--- src/rtl/wb_burst_bridge_if.sv ---
// Wishbone bus bundle used on both sides of wb_burst_bridge.
// The master modport is the side that issues cycles; the slave modport answers them.
interface wb_burst_bridge_if #(
  parameter int ADDR_W = 24,
  parameter int DATA_W = 16
);
  localparam int SEL_W = DATA_W / 8;

  logic              cyc;
  logic              stb;
  logic [ADDR_W-1:0] adr;
  logic [DATA_W-1:0] o_dat;
  logic [DATA_W-1:0] i_dat;
  logic              we;
  logic [SEL_W-1:0]  sel;
  logic              burst_8;
  logic              burst_4;
  logic              ack;
  logic              err;

  modport master (
    output cyc, stb, adr, o_dat, we, sel, burst_8, burst_4,
    input  i_dat, ack, err
  );

  modport slave (
    input  cyc, stb, adr, o_dat, we, sel, burst_8, burst_4,
    output i_dat, ack, err
  );
endinterface

--- src/rtl/wb_burst_bridge.sv ---
// wb_burst_bridge: same-clock Wishbone bridge with registered requests, bounded
// read bursts and a response FIFO so the slave can stream while the master drains.
// Optional feature: define WB_BRIDGE_TIMEOUT_EN to terminate a burst with error
// beats when the slave stays silent for TIMEOUT cycles.
module wb_burst_bridge #(
  parameter int                ADDR_W       = 24,
  parameter int                DATA_W       = 16,
  parameter int                MAX_BURST    = 8,
  parameter int                FIFO_DEPTH   = 8,
  parameter logic [ADDR_W-1:0] IGNORE_BELOW = 'h002000,
  parameter int                TIMEOUT      = 255
) (
  input  logic              clk,
  input  logic              rst,
  wb_burst_bridge_if.slave  m_wb,
  wb_burst_bridge_if.master s_wb
);
  localparam int SEL_W = DATA_W / 8;
  localparam int CNT_W = $clog2(MAX_BURST) + 1;
  localparam int PTR_W = $clog2(FIFO_DEPTH);
  localparam int ENT_W = DATA_W + 1;

  if (MAX_BURST < 8 || FIFO_DEPTH < 2 || TIMEOUT < 1 || TIMEOUT > 255) begin : g_param_check
    $error("wb_burst_bridge: unsupported parameter set");
  end

  typedef enum logic [1:0] {IDLE, BUSY, TMO, DRAIN} state_t;

  state_t              state_q, state_d;
  logic                prev_stb_q, prev_ack_q;
  logic                s_cyc_q, s_cyc_d;
  logic [ADDR_W-1:0]   s_adr_q, s_adr_d;
  logic [DATA_W-1:0]   s_dat_q, s_dat_d;
  logic                s_we_q, s_we_d;
  logic [SEL_W-1:0]    s_sel_q, s_sel_d;
  logic                s_b8_q, s_b8_d;
  logic                s_b4_q, s_b4_d;
  logic [CNT_W-1:0]    beats_q, beats_d;
  logic [ENT_W-1:0]    mem_q [FIFO_DEPTH];
  logic [PTR_W-1:0]    wr_ptr_q, wr_ptr_d, rd_ptr_q, rd_ptr_d;
  logic [PTR_W:0]      cnt_q, cnt_d;
  logic                m_ack_q, m_ack_d, m_err_q, m_err_d;
  logic [DATA_W-1:0]   m_dat_q, m_dat_d;

  logic                s_stb, push, flush, fifo_pop, fifo_wr, bypass;
  logic [ENT_W-1:0]    push_ent;
  logic                fifo_empty, fifo_full, abort, m_rdy, slv_resp, new_req, tmo_hit;

  assign fifo_empty = (cnt_q == '0);
  assign fifo_full  = (cnt_q == (PTR_W+1)'(FIFO_DEPTH));
  assign abort      = !m_wb.cyc && (state_q != IDLE);
  // The master accepts response beats only while it holds cyc and stb.
  assign m_rdy      = m_wb.cyc && m_wb.stb;
  assign slv_resp   = s_wb.ack || s_wb.err;
  assign new_req    = m_wb.stb && (!prev_stb_q || prev_ack_q) &&
                      (m_wb.adr >= IGNORE_BELOW) && (state_q == IDLE);

`ifdef WB_BRIDGE_TIMEOUT_EN
  logic [7:0] tmo_q, tmo_d;

  // Saturating silence counter: counts BUSY cycles since the last slave response.
  always_comb begin
    tmo_d = 8'h00;
    if (state_q == BUSY && !slv_resp) begin
      tmo_d = (tmo_q == 8'hFF) ? tmo_q : tmo_q + 8'h01;
    end
  end

  // Silence counter register.
  always_ff @(posedge clk) begin
    if (rst) tmo_q <= 8'h00;
    else     tmo_q <= tmo_d;
  end

  assign tmo_hit = (state_q == BUSY) && (tmo_q == 8'(TIMEOUT));
`else
  assign tmo_hit = 1'b0;
`endif

  // Request FSM: latch the master request, strobe the slave, count beats.
  always_comb begin
    state_d  = state_q;
    s_cyc_d  = s_cyc_q;
    s_adr_d  = s_adr_q;
    s_dat_d  = s_dat_q;
    s_we_d   = s_we_q;
    s_sel_d  = s_sel_q;
    s_b8_d   = s_b8_q;
    s_b4_d   = s_b4_q;
    beats_d  = beats_q;
    s_stb    = 1'b0;
    push     = 1'b0;
    push_ent = {s_wb.err, s_wb.i_dat};
    flush    = 1'b0;
    if (abort) begin
      state_d = IDLE;
      s_cyc_d = 1'b0;
      beats_d = '0;
      flush   = 1'b1;
    end else begin
      case (state_q)
        IDLE: begin
          if (new_req) begin
            s_adr_d = m_wb.adr;
            s_dat_d = m_wb.o_dat;
            s_we_d  = m_wb.we;
            s_sel_d = m_wb.sel;
            s_b8_d  = m_wb.burst_8;
            s_b4_d  = m_wb.burst_4;
            beats_d = m_wb.we      ? CNT_W'(1) :
                      m_wb.burst_8 ? CNT_W'(8) :
                      m_wb.burst_4 ? CNT_W'(4) : CNT_W'(1);
            s_cyc_d = 1'b1;
            state_d = BUSY;
          end
        end
        BUSY: begin
          if (tmo_hit) begin
            s_cyc_d = 1'b0;
            if (beats_q != '0 && !fifo_full) begin
              push     = 1'b1;
              push_ent = {1'b1, {DATA_W{1'b0}}};
              beats_d  = beats_q - CNT_W'(1);
            end
            state_d = (beats_d == '0) ? DRAIN : TMO;
          end else begin
            s_stb = (beats_q != '0) && !fifo_full;
            if (slv_resp && beats_q != '0) begin
              push    = 1'b1;
              beats_d = beats_q - CNT_W'(1);
              if (beats_q == CNT_W'(1)) begin
                s_cyc_d = 1'b0;
                state_d = DRAIN;
              end
            end
          end
        end
        TMO: begin
          if (beats_q != '0 && !fifo_full) begin
            push     = 1'b1;
            push_ent = {1'b1, {DATA_W{1'b0}}};
            beats_d  = beats_q - CNT_W'(1);
          end
          if (beats_d == '0) state_d = DRAIN;
        end
        DRAIN: begin
          if (fifo_empty && !m_ack_q && !m_err_q) state_d = IDLE;
        end
        default: state_d = IDLE;
      endcase
    end
  end

  // Response path: FIFO bookkeeping plus fall-through into the master response register.
  always_comb begin
    fifo_pop = 1'b0;
    bypass   = 1'b0;
    fifo_wr  = 1'b0;
    wr_ptr_d = wr_ptr_q;
    rd_ptr_d = rd_ptr_q;
    cnt_d    = cnt_q;
    m_ack_d  = 1'b0;
    m_err_d  = 1'b0;
    m_dat_d  = m_dat_q;
    if (flush) begin
      wr_ptr_d = '0;
      rd_ptr_d = '0;
      cnt_d    = '0;
    end else begin
      fifo_pop = !fifo_empty && m_rdy;
      bypass   = fifo_empty && push && m_rdy;
      fifo_wr  = push && !bypass;
      if (fifo_pop) begin
        {m_err_d, m_dat_d} = mem_q[rd_ptr_q];
        m_ack_d            = !m_err_d;
        rd_ptr_d           = rd_ptr_q + PTR_W'(1);
      end else if (bypass) begin
        {m_err_d, m_dat_d} = push_ent;
        m_ack_d            = !m_err_d;
      end
      if (fifo_wr) wr_ptr_d = wr_ptr_q + PTR_W'(1);
      if (fifo_wr && !fifo_pop)      cnt_d = cnt_q + (PTR_W+1)'(1);
      else if (!fifo_wr && fifo_pop) cnt_d = cnt_q - (PTR_W+1)'(1);
    end
  end

  // FIFO storage; entries are meaningless while the count says empty.
  always_ff @(posedge clk) begin
    if (fifo_wr) mem_q[wr_ptr_q] <= push_ent;
  end

  // State, latched request and response registers.
  always_ff @(posedge clk) begin
    if (rst) begin
      state_q    <= IDLE;
      prev_stb_q <= 1'b0;
      prev_ack_q <= 1'b0;
      s_cyc_q    <= 1'b0;
      s_adr_q    <= '0;
      s_dat_q    <= '0;
      s_we_q     <= 1'b0;
      s_sel_q    <= '0;
      s_b8_q     <= 1'b0;
      s_b4_q     <= 1'b0;
      beats_q    <= '0;
      wr_ptr_q   <= '0;
      rd_ptr_q   <= '0;
      cnt_q      <= '0;
      m_ack_q    <= 1'b0;
      m_err_q    <= 1'b0;
      m_dat_q    <= '0;
    end else begin
      state_q    <= state_d;
      prev_stb_q <= m_wb.stb;
      prev_ack_q <= m_ack_q || m_err_q;
      s_cyc_q    <= s_cyc_d;
      s_adr_q    <= s_adr_d;
      s_dat_q    <= s_dat_d;
      s_we_q     <= s_we_d;
      s_sel_q    <= s_sel_d;
      s_b8_q     <= s_b8_d;
      s_b4_q     <= s_b4_d;
      beats_q    <= beats_d;
      wr_ptr_q   <= wr_ptr_d;
      rd_ptr_q   <= rd_ptr_d;
      cnt_q      <= cnt_d;
      m_ack_q    <= m_ack_d;
      m_err_q    <= m_err_d;
      m_dat_q    <= m_dat_d;
    end
  end

  assign s_wb.cyc     = s_cyc_q;
  assign s_wb.stb     = s_stb;
  assign s_wb.adr     = s_adr_q;
  assign s_wb.o_dat   = s_dat_q;
  assign s_wb.we      = s_we_q;
  assign s_wb.sel     = s_sel_q;
  assign s_wb.burst_8 = s_b8_q;
  assign s_wb.burst_4 = s_b4_q;
  assign m_wb.i_dat   = m_dat_q;
  assign m_wb.ack     = m_ack_q;
  assign m_wb.err     = m_err_q;
endmodule

--- src/flat_wrapper.sv ---
// flat-port wrapper written by rule: the top's interface ports become plain ports
module wb_burst_bridge_flat 
#(
  parameter int                ADDR_W       = 24,
  parameter int                DATA_W       = 16,
  parameter int                MAX_BURST    = 8,
  parameter int                FIFO_DEPTH   = 8,
  parameter logic [ADDR_W-1:0] IGNORE_BELOW = 'h002000,
  parameter int                TIMEOUT      = 255
)
  (clk, rst, m_wb_cyc, m_wb_stb, m_wb_adr, m_wb_o_dat, m_wb_we, m_wb_sel, m_wb_burst_8, m_wb_burst_4, m_wb_i_dat, m_wb_ack, m_wb_err, s_wb_cyc, s_wb_stb, s_wb_adr, s_wb_o_dat, s_wb_we, s_wb_sel, s_wb_burst_8, s_wb_burst_4, s_wb_i_dat, s_wb_ack, s_wb_err);
  wb_burst_bridge_if #(.ADDR_W(ADDR_W), .DATA_W(DATA_W)) m_wb_i ();
  wb_burst_bridge_if #(.ADDR_W(ADDR_W), .DATA_W(DATA_W)) s_wb_i ();
  input  logic clk;
  input  logic rst;
  input wire logic [$bits(m_wb_i.cyc)-1:0] m_wb_cyc;
  input wire logic [$bits(m_wb_i.stb)-1:0] m_wb_stb;
  input wire logic [$bits(m_wb_i.adr)-1:0] m_wb_adr;
  input wire logic [$bits(m_wb_i.o_dat)-1:0] m_wb_o_dat;
  input wire logic [$bits(m_wb_i.we)-1:0] m_wb_we;
  input wire logic [$bits(m_wb_i.sel)-1:0] m_wb_sel;
  input wire logic [$bits(m_wb_i.burst_8)-1:0] m_wb_burst_8;
  input wire logic [$bits(m_wb_i.burst_4)-1:0] m_wb_burst_4;
  output wire logic [$bits(m_wb_i.i_dat)-1:0] m_wb_i_dat;
  output wire logic [$bits(m_wb_i.ack)-1:0] m_wb_ack;
  output wire logic [$bits(m_wb_i.err)-1:0] m_wb_err;
  output wire logic [$bits(s_wb_i.cyc)-1:0] s_wb_cyc;
  output wire logic [$bits(s_wb_i.stb)-1:0] s_wb_stb;
  output wire logic [$bits(s_wb_i.adr)-1:0] s_wb_adr;
  output wire logic [$bits(s_wb_i.o_dat)-1:0] s_wb_o_dat;
  output wire logic [$bits(s_wb_i.we)-1:0] s_wb_we;
  output wire logic [$bits(s_wb_i.sel)-1:0] s_wb_sel;
  output wire logic [$bits(s_wb_i.burst_8)-1:0] s_wb_burst_8;
  output wire logic [$bits(s_wb_i.burst_4)-1:0] s_wb_burst_4;
  input wire logic [$bits(s_wb_i.i_dat)-1:0] s_wb_i_dat;
  input wire logic [$bits(s_wb_i.ack)-1:0] s_wb_ack;
  input wire logic [$bits(s_wb_i.err)-1:0] s_wb_err;
  assign m_wb_i.cyc = m_wb_cyc;
  assign m_wb_i.stb = m_wb_stb;
  assign m_wb_i.adr = m_wb_adr;
  assign m_wb_i.o_dat = m_wb_o_dat;
  assign m_wb_i.we = m_wb_we;
  assign m_wb_i.sel = m_wb_sel;
  assign m_wb_i.burst_8 = m_wb_burst_8;
  assign m_wb_i.burst_4 = m_wb_burst_4;
  assign m_wb_i_dat = m_wb_i.i_dat;
  assign m_wb_ack = m_wb_i.ack;
  assign m_wb_err = m_wb_i.err;
  assign s_wb_cyc = s_wb_i.cyc;
  assign s_wb_stb = s_wb_i.stb;
  assign s_wb_adr = s_wb_i.adr;
  assign s_wb_o_dat = s_wb_i.o_dat;
  assign s_wb_we = s_wb_i.we;
  assign s_wb_sel = s_wb_i.sel;
  assign s_wb_burst_8 = s_wb_i.burst_8;
  assign s_wb_burst_4 = s_wb_i.burst_4;
  assign s_wb_i.i_dat = s_wb_i_dat;
  assign s_wb_i.ack = s_wb_ack;
  assign s_wb_i.err = s_wb_err;
  wb_burst_bridge #(.ADDR_W(ADDR_W), .DATA_W(DATA_W), .MAX_BURST(MAX_BURST), .FIFO_DEPTH(FIFO_DEPTH), .IGNORE_BELOW(IGNORE_BELOW), .TIMEOUT(TIMEOUT)) u_core (.clk(clk), .rst(rst), .m_wb(m_wb_i), .s_wb(s_wb_i));
endmodule
--- config.mk ---
export PLATFORM = sky130hd
export DESIGN_NAME = wb_burst_bridge_flat
export DESIGN_NICKNAME = d
export VERILOG_FILES = /design/src/rtl/wb_burst_bridge_if.sv /design/src/rtl/wb_burst_bridge.sv /design/src/flat_wrapper.sv
export SDC_FILE = /design/constraint.sdc
export NUM_CORES = 1
export LEC_CHECK = 0
export ABC_AREA = 1
export BUFFER_PORTS_ARGS = -buffer_cell sky130_fd_sc_hd__clkbuf_2
export CORE_MARGIN = 2
export CORE_UTILIZATION = 45
export DETAILED_ROUTE_END_ITERATION = 6
export MAX_ROUTING_LAYER = met4
export REMOVE_ABC_BUFFERS = 1
export SYNTH_ARGS = -nofsm -noshare
export SYNTH_HDL_FRONTEND = slang
export SYNTH_SLANG_ARGS = --single-unit
--- constraint.sdc ---
create_clock -name clk -period 5.7 [get_ports clk]
set_input_delay 0.855 -clock clk [delete_from_list [all_inputs] [get_ports clk]]
set_output_delay 0.855 -clock clk [all_outputs]
set_load 0.005 [all_outputs]
**Word-level counts from Yosys, hierarchy flattened**

Memory sizes are Yosys's and may differ from the RTL's. A register that Yosys moved wholly into a read port is not among the register bits.
Cells that the tools add are included.

- Reductions and logical operators: 45
- Bitwise operators: 2
- Magnitude comparators: 1
- Eq/ne operators: 10
- $add $sub $neg: 5
- Mux-type cells: 42

Operators by type and width:

| operator | count |
|---|---|
| $mux 17 | 3 |
| $mux 4 | 9 |
| $mux 16 | 2 |
| $ge 24x14->1 const B | 1 |
| $mux 1 | 16 |
| $logic_and 1x1->1 | 15 |
| $pmux 4 s3 | 1 |
| $logic_not 1->1 | 11 |
| $mux 2 | 5 |
| $ne 2x1->1 const B | 5 |
| $mux 3 | 3 |
| $logic_not 4->1 | 2 |
| $pmux 2 s4 | 1 |
| $reduce_bool 2->1 | 4 |
| $sub 4x1->4 const B | 2 |
| $add 3x1->3 const B | 2 |
| $reduce_and 3->1 | 2 |
| $reduce_and 5->1 | 1 |
| $add 4x1->4 const B | 1 |
| $eq 2x2->1 const B | 2 |
| $eq 4x1->1 const B | 1 |
| $eq 4x4->1 const B | 1 |
| $pmux 1 s2 | 2 |
| $reduce_and 4->1 | 1 |
| 8 further kinds | 12 |

- Memories: 1
- Input port bits: 67
- Word-level logic and storage cells: 123
- Bits in registers: 82
- Memory bits (writable): 136

Memory list:

| name | depth | width | rd ports | clocked after Yosys merged registers in | write ports | RTL line | source |
|---|---|---|---|---|---|---|---|
| u_core.mem_q | 8 | 17 | 1 | 1 | 1 | wb_burst_bridge.sv:39 | `logic [ENT_W-1:0] mem_q [FIFO_DEPTH];` |

**Logic depth before layout (Yosys ltp)**

Gate-level depths: netlist of run 1.

- Depth after elaboration: 14
- Gate-level depth with buffers: 20

**Worst setup path after synthesis of run 1**

OpenSTA, ideal clock, no wires.

- Path type: input -> register
- Start point: input m_wb_cyc
- End point: register u_core.cnt_q[3]
- Buffers on the path: 0
- Stages: 17
- Arrival time: 2733 ps
- Path slack: 2848 ps
- Setup time: 119 ps
- Path through: nor2_1 inv_1 nand2_1 o21ai_4 nand3_2 inv_2 ha_1 inv_1 ha_1 nand2_1 nand2_1 a31oi_1 nor2_1 nor2_1 nand2_1 o21ai_0 a21oi_1

- Word-level cells in the longest chain between the ends: 10

RTL lines:

| item | RTL line | source |
|---|---|---|
| from (decl) | flat_wrapper.sv:16 | `input wire logic [$bits(m_wb_i.cyc)-1:0] m_wb_cyc;` |
| $logic_not 1->1 | wb_burst_bridge.sv:51 | `assign abort = !m_wb.cyc && (state_q != IDLE);` |
| $logic_and 1x1->1 | wb_burst_bridge.sv:51 |  |
| $mux 1 | wb_burst_bridge.sv:95 | `if (abort) begin` |
| $logic_and 1x1->1 (2 in a row) | wb_burst_bridge.sv:171 | `bypass = fifo_empty && push && m_rdy;` |
| $logic_not 1->1 | wb_burst_bridge.sv:172 | `fifo_wr = push && !bypass;` |
| $logic_and 1x1->1 | wb_burst_bridge.sv:172 |  |
| $logic_not 1->1 | wb_burst_bridge.sv:183 | `else if (!fifo_wr && fifo_pop) cnt_d = cnt_q - (PTR_W+1)'(1);` |
| $logic_and 1x1->1 | wb_burst_bridge.sv:183 |  |
| $reduce_bool 2->1 (no source line) | -- |  |
| to (signal assigned) | wb_burst_bridge.sv:226 | `cnt_q <= cnt_d;` |
| to (decl) | wb_burst_bridge.sv:41 | `logic [PTR_W:0] cnt_q, cnt_d;` |

Parallel ways exist; a longest one is shown, timed or not.
A chain may end at the register's enable or synchronous reset.

**Worst setup path in the final report of run 1**

- Start point: register u_core.beats_q[0]
- End point: register u_core.cnt_q[3]

- Word-level cells in the longest chain between the ends: 12

RTL lines:

| item | RTL line | source |
|---|---|---|
| from (decl) | wb_burst_bridge.sv:38 | `logic [CNT_W-1:0] beats_q, beats_d;` |
| from (signal assigned) | wb_burst_bridge.sv:223 | `beats_q <= beats_d;` |
| $reduce_bool 4->1 (*) | -- |  |
| $logic_and 1x1->1 (on tied branches) | -- |  |
| $mux 1 (on tied branches) | wb_burst_bridge.sv:139, wb_burst_bridge.sv:128 |  |
| $pmux 1 s2 (*) | wb_burst_bridge.sv:101 | `case (state_q)` |
| $mux 1 (*) | wb_burst_bridge.sv:95 |  |
| $logic_and 1x1->1 (2 in a row) | wb_burst_bridge.sv:171 |  |
| $logic_not 1->1 | wb_burst_bridge.sv:172 |  |
| $logic_and 1x1->1 (*) | wb_burst_bridge.sv:172 |  |
| $logic_not 1->1 | wb_burst_bridge.sv:183 |  |
| $logic_and 1x1->1 | wb_burst_bridge.sv:183 |  |
| $reduce_bool 2->1 (no source line) | -- |  |

Every way passes the cells marked *; elsewhere a longest branch is shown, timed or not.

==> run summary, run 1 <==
status -> completed
via count -> 6973
Die X -> 150 um
Final Hold Fails -> 0
sequential cell area fraction in the yosys report -> 60.3%
most frequent cells in the layout -> 162 x nor2_1, 136 x edfxtp_1, 131 x clkbuf_2
R2R depth -> 20
fin crit period -> 3.27 ns
Initial Util -> 45.8%
Avg Synthesized Cell Area -> 9.50 um^2
Min Hold Slack -> 0.443 ns
Crit-path slowest cell -> dfxtp_1
Routed WL -> 21400 um
vias in the first global route -> 6482
GR Overflow Total -> 0
design area -> 11200 um^2
pre-CTS setup slack -> 2.31 ns
hpwl dp -> 13100 um
Worst R2R Start -> u_core.beats_q[0]
Inserted Diodes -> 0
main flop type after synthesis -> edfxtp_1
fin crit share -> 57.4%
Synth warnings -> 0
H-tree depth -> 1
Core ar. -> 21000 um^2
Vias/cell -> 4.93
largest net degree at the start of global routing -> 91
WP data arrival -> 3.67 ns
post-CTS sizing -> 0
async set-reset flop share out of synthesis -> 0%
PortBufs -> 131
Global Route Usage Sum -> 19.2%
DR iter-0 viols -> 349
Max Buffers Root-to-Sink -> 3
clock root cell -> clkbuf_16
TritonCTS buffer count -> 24
max cap viols -> 0
Gate Count Post-Synth -> 1010
# DRC -> 0
Sink Count -> 221
PwrDens -> 455 nW/um^2
Pins Over Slew Limit -> 0
clock skew -> 0.00695 ns
r2r setup slk -> 2.43 ns
count of cell types in the netlist -> 36
Area growth syn-to-layout -> 16.9%
EDFF count, synth -> 136
Die ar. -> 22500 um^2
worst slew pin tran -> 1.12 ns
WL/cell -> 15.2 um
hold endpoint -> u_core.s_wb.adr[13]
Power Total -> 0.00510 W
Clock Latency Late Sink -> 0.51 ns
CTS Hold Bufs -> 0
crit-path cells -> inv_1 > ha_1 > nand3_4 > nand2_4 > nor2_4 > nand2_4 > o21ai_4 > nand3_2 > inv_2 > ha_1 > inv_1 > ha_1 > nand2_1 > nand2_1 > a31oi_1 > nor2_1 > nor2_1 > nand2_1 > o21ai_0 > a21oi_1
DRT antenna net count -> 0
CTS clk-pin slew, worst paths -> 0.06 ns
Die Y -> 150 um
nets@finish -> 1202
mapped cell area -> 9600 um^2
Crit Path Class -> reg2reg
Setup TNS -> 0 ns
dpl cell area -> 10400 um^2
IO Pins -> 132
Rel. slew slack -> 25.0%
Max stage delay on crit path -> 0.41 ns
total leakage power -> 4.58 nW
post-synthesis register bit count -> 221
RSZ-0062 raised after global routing -> false
Post-CTS Setup Bufs -> 0
drt pass-1 iters -> 4
final setup margin -> 2.43 ns
CP Capture Type -> flip-flop
Worst Path Required -> 6.09 ns
final setup fails -> 0
CTS tree -> built
most common cell after layout, fill and taps aside -> nor2_1
initial antenna violation count -> 0
Hold Path Class -> reg2reg
hold path start -> u_core.s_wb.adr[13]
first-pass GRT wire length -> 33300 um
Startpoint Class -> flip-flop
Worst Path Max Fanout -> 34
worst hold stages -> 2
f_max -> 305 MHz
routability-driven placement congestion ratio -> 0.841
VDD IR max -> 0.310 mV
r2r endpoint -> u_core.cnt_q[3]
layout cell share with drive strength beyond 1 -> 19.7%
FP Rows -> 53
-- registers in the layout (all words and copies together), names as in the netlist, 2 cells and up, named ones only --
signal,flops
u_core.s_wb.sel,2
u_core.rd_ptr_q,3
u_core.state_q,2
u_core.beats_q,4
u_core.wr_ptr_q,3
u_core.s_wb.o_dat,16
u_core.m_wb.i_dat,16
u_core.mem_q,136
u_core.s_wb.adr,24
u_core.cnt_q,4
-- routing by layer --
metal	wire (um)	vias up	global-route usage, %
li1	-	3589	-
met1	9660	3193	25.4
met2	10400	144	31.1
met3	799	47	2.62
met4	596	0	5.90
met5	0	-	-
-- metrics by stage --
stage               std cells  util [%]
finish                   1413      53.5
global route             1413      53.5
CTS                      1413      53.5
detailed placement       1369      49.5
global placement         1369      49.5
floorplan                 958         -
-- cells in the mapped netlist (8+ instances only) --
library cell,n,area share [%]
a21oi_1,70,3.7
ha_1,14,1.8
inv_1,99,3.9
o21ai_0,120,6.3
nor2_2,19,1.2
edfxtp_1,136,43
nor2_1,170,6.7
nand2_1,117,4.6
nand3_1,69,3.6
dfxtp_1,85,18
o211ai_1,8,0.63
clkbuf_1,24,0.94
buf_2,17,0.89
-- layout make-up --
class / instances / area, um^2
clock buffer: 26 / 629
clock inverter: 18 / 215
fill: 1960 / 9740
inverter: 108 / 405
multi-input combinational: 629 / 3140
sequential: 221 / 5790
tap: 275 / 344
timing repair buffer: 136 / 693
-- cell families (layout without fill, tap and decap cells) --
logic type               after synthesis  after routing  synth area share [%]
XOR/XNOR                               3              3                 0.274
AO/OA/AOI/OAI                        209            209                  11.4
adder cells (fa/ha/maj)               15             15                  2.03
buffers and inverters                160            288                  7.20
flip-flops                           221            221                  60.3
AND/OR/NAND/NOR                      402            402                  18.8
-- worst max-delay path by stage --
stage	from	slack, ns	to	cells past startpoint
floorplan	m_wb_stb	2.24	u_core.s_wb.adr[0]	5
global placement	m_wb_cyc	2.38	u_core.cnt_q[3]	18
detailed placement	m_wb_cyc	2.31	u_core.mem_q[5][6]	9
CTS	u_core.beats_q[0]	2.44	u_core.mem_q[5][9]	11
global route	u_core.beats_q[0]	2.00	u_core.cnt_q[3]	20
finish	u_core.beats_q[0]	2.43	u_core.cnt_q[3]	20
-- worst max-delay path, delay by kind of cell, from the launching register on --
| family | cells | cell delay (ns) |
|---|---|---|
| flip-flops | 1 | 0.41 |
| buffers and inverters | 3 | 0.32 |
| AO/OA/AOI/OAI | 4 | 0.56 |
| AND/OR/NAND/NOR | 10 | 1.09 |
| adder cells (fa/ha/maj) | 3 | 0.77 |
-- where the power goes --
| part | internal, W | switching, W |
|---|---|---|
| logic | 0.000504 | 0.000921 |
| clock network | 0.00102 | 0.000621 |
| registers | 0.00192 | 0.000111 |
No activity file was read; power rests on OpenSTA's default activity.
==> inputs of run 2 (changes only) <==
PLACE_DENSITY = 0.67   (was unset)
clock period = 2.7 ns   (was 5.7 ns; I/O delays follow)
==> run summary, run 2 (synthesized netlist as in run 1, its figures left out) <==
Routed WL -> 22000 um
flip-flop count of the largest register after layout -> 136
Core Util, Final -> 54.6%
design area -> 11500 um^2
CTS tree -> built
worst hold stages -> 2
Crit Path Class -> reg2reg
fin crit period -> 2.49 ns
CTS clk-pin slew, worst paths -> 0.06 ns
nets@finish -> 1234
via count -> 7186
most frequent cells in the layout -> 170 x nor2_1, 136 x edfxtp_1, 131 x clkbuf_2
largest net degree at the start of global routing -> 91
first-pass GRT wire length -> 34000 um
PwrDens -> 938 nW/um^2
Crit-path slowest cell -> dfxtp_1
drt pass-1 iters -> 5
final setup margin -> 0.212 ns
Die X -> 150 um
DRT antenna net count -> 0
Initial Util -> 45.8%
max cap viols -> 0
Global Route Usage Sum -> 19.6%
PortBufs -> 131
most frequent cell on the critical path -> nand2_1
DR iter-0 viols -> 518
R2R depth -> 20
fin crit share -> 92.2%
WP data arrival -> 2.89 ns
Final Hold Fails -> 0
Startpoint Class -> flip-flop
Rel. slew slack -> 48.8%
f_max -> 402 MHz
Inserted Diodes -> 0
Vias/cell -> 4.97
Sink Count -> 221
pre-CTS setup slack -> 0.00880 ns
worst slew pin tran -> 0.764 ns
CP bufs+invs -> 3
Worst Path Required -> 3.11 ns
H-tree depth -> 1
vias in the first global route -> 6793
clock skew -> 0.0167 ns
status -> completed
FP Rows -> 53
clock root cell -> clkbuf_16
final setup fails -> 0
dpl cell area -> 10600 um^2
total leakage power -> 4.74 nW
WL/cell -> 15.3 um
routability-driven placement congestion ratio -> 0.854
# fillers -> 1869
CP delay by family, top -> simple AND/OR/NAND/NOR gates
Hold Path Class -> in2reg
initial antenna violation count -> 0
Worst Path Max Fanout -> 6
layout cell share with drive strength beyond 1 -> 22.0%
CP Capture Type -> flip-flop
TritonCTS buffer count -> 24
Max stage delay on crit path -> 0.33 ns
Area growth syn-to-layout -> 19.3%
Crit path depth -> 20
most common cell after layout, fill and taps aside -> nor2_1
hpwl dp -> 13600 um
IO Pins -> 132
Clock Latency Late Sink -> 0.52 ns
Die ar. -> 22500 um^2
Die Y -> 150 um
GR Overflow Total -> 0
Core ar. -> 21000 um^2
# DRC -> 0
crit-path cells -> inv_1 > ha_1 > nand3_4 > nand2_4 > nor2_4 > nand2_4 > o21ai_4 > nand3_2 > inv_2 > ha_2 > inv_2 > ha_4 > nand2_1 > nand2_1 > a31oi_2 > nor2_1 > nor2_1 > nand2_1 > o21ai_1 > a21oi_1
VDD IR max -> 0.476 mV
CTS Hold Bufs -> 0
Pins Over Slew Limit -> 0
Max Buffers Root-to-Sink -> 3
Top reg by flops -> u_core.mem_q
-- run 2: changes by cell type in the layout (fill, tap and decap cells not counted), sizes merged --
| cell | previous run | this run |
|---|---|---|
| buf | 5 | 37 |
| inv | 106 | 105 |
| bufinv | 5 | 1 |
| clkinv | 15 | 13 |
| clkinvlp | 0 | 1 |
| clkbuf | 157 | 163 |
-- run 2: final timing paths --
check | endpoint | slack [ns] | start
setup reg to reg | u_core.cnt_q[3] | 0.21 | u_core.beats_q[0]
hold reg to reg | u_core.s_wb.o_dat[2] | 0.44 | u_core.s_wb.o_dat[2]
setup / recovery | u_core.cnt_q[3] | 0.21 | u_core.beats_q[0]
hold / removal | u_core.prev_stb_q | 0.11 | rst
-- run 2: per-layer routing --
layer	track usage, %	up-vias	part of all wire, %
met3	2.68	33	4.9
li1	-	3656	-
met1	25.4	3325	44
met5	-	-	0
met4	5.94	0	2.0
met2	32.0	172	49
-- run 2: cell type report --
| type | count | area [um^2] | area share, % |
|---|---|---|---|
| Clock buffer | 32 | 713 | 6.23 |
| Clock inverter | 12 | 88.8 | 0.776 |
| Inverter | 108 | 405 | 3.54 |
| Multi-Input combinational cell | 629 | 3140 | 27.4 |
| Sequential cell | 221 | 5790 | 50.5 |
| Tap cell | 275 | 344 | 3.00 |
| Timing Repair Buffer | 168 | 971 | 8.48 |
-- run 2: report_power, final --
group / internal [W] / leakage [nW] / switching, W
Clock: 0.00195 / 0.400 / 0.00132
Sequential: 0.00406 / 1.92 / 0.000248
Combinational: 0.00119 / 2.42 / 0.00198
Total: 0.00719 / 4.74 / 0.00355
-- run 2: timing repair --
action	CTS	global route
gates resized for setup	1	6
setup endpoints to repair	1	1
setup buffers	0	0
pin swaps	0	1
-- run 2: through the flow --
| step | power, W | hold slack (ns) | TNS (ns) | instances |
|---|---|---|---|---|
| floorplan | 0.00639 | 0.412 | -18.78 | 958 |
| global placement | 0.00744 | 0.431 | 0 | 1401 |
| detailed placement | 0.00751 | 0.436 | 0 | 1401 |
| CTS | 0.0108 | 0.100 | 0 | 1445 |
| global route | 0.0114 | 0.105 | -0.00172 | 1445 |
| finish | 0.0107 | 0.114 | 0 | 1445 |
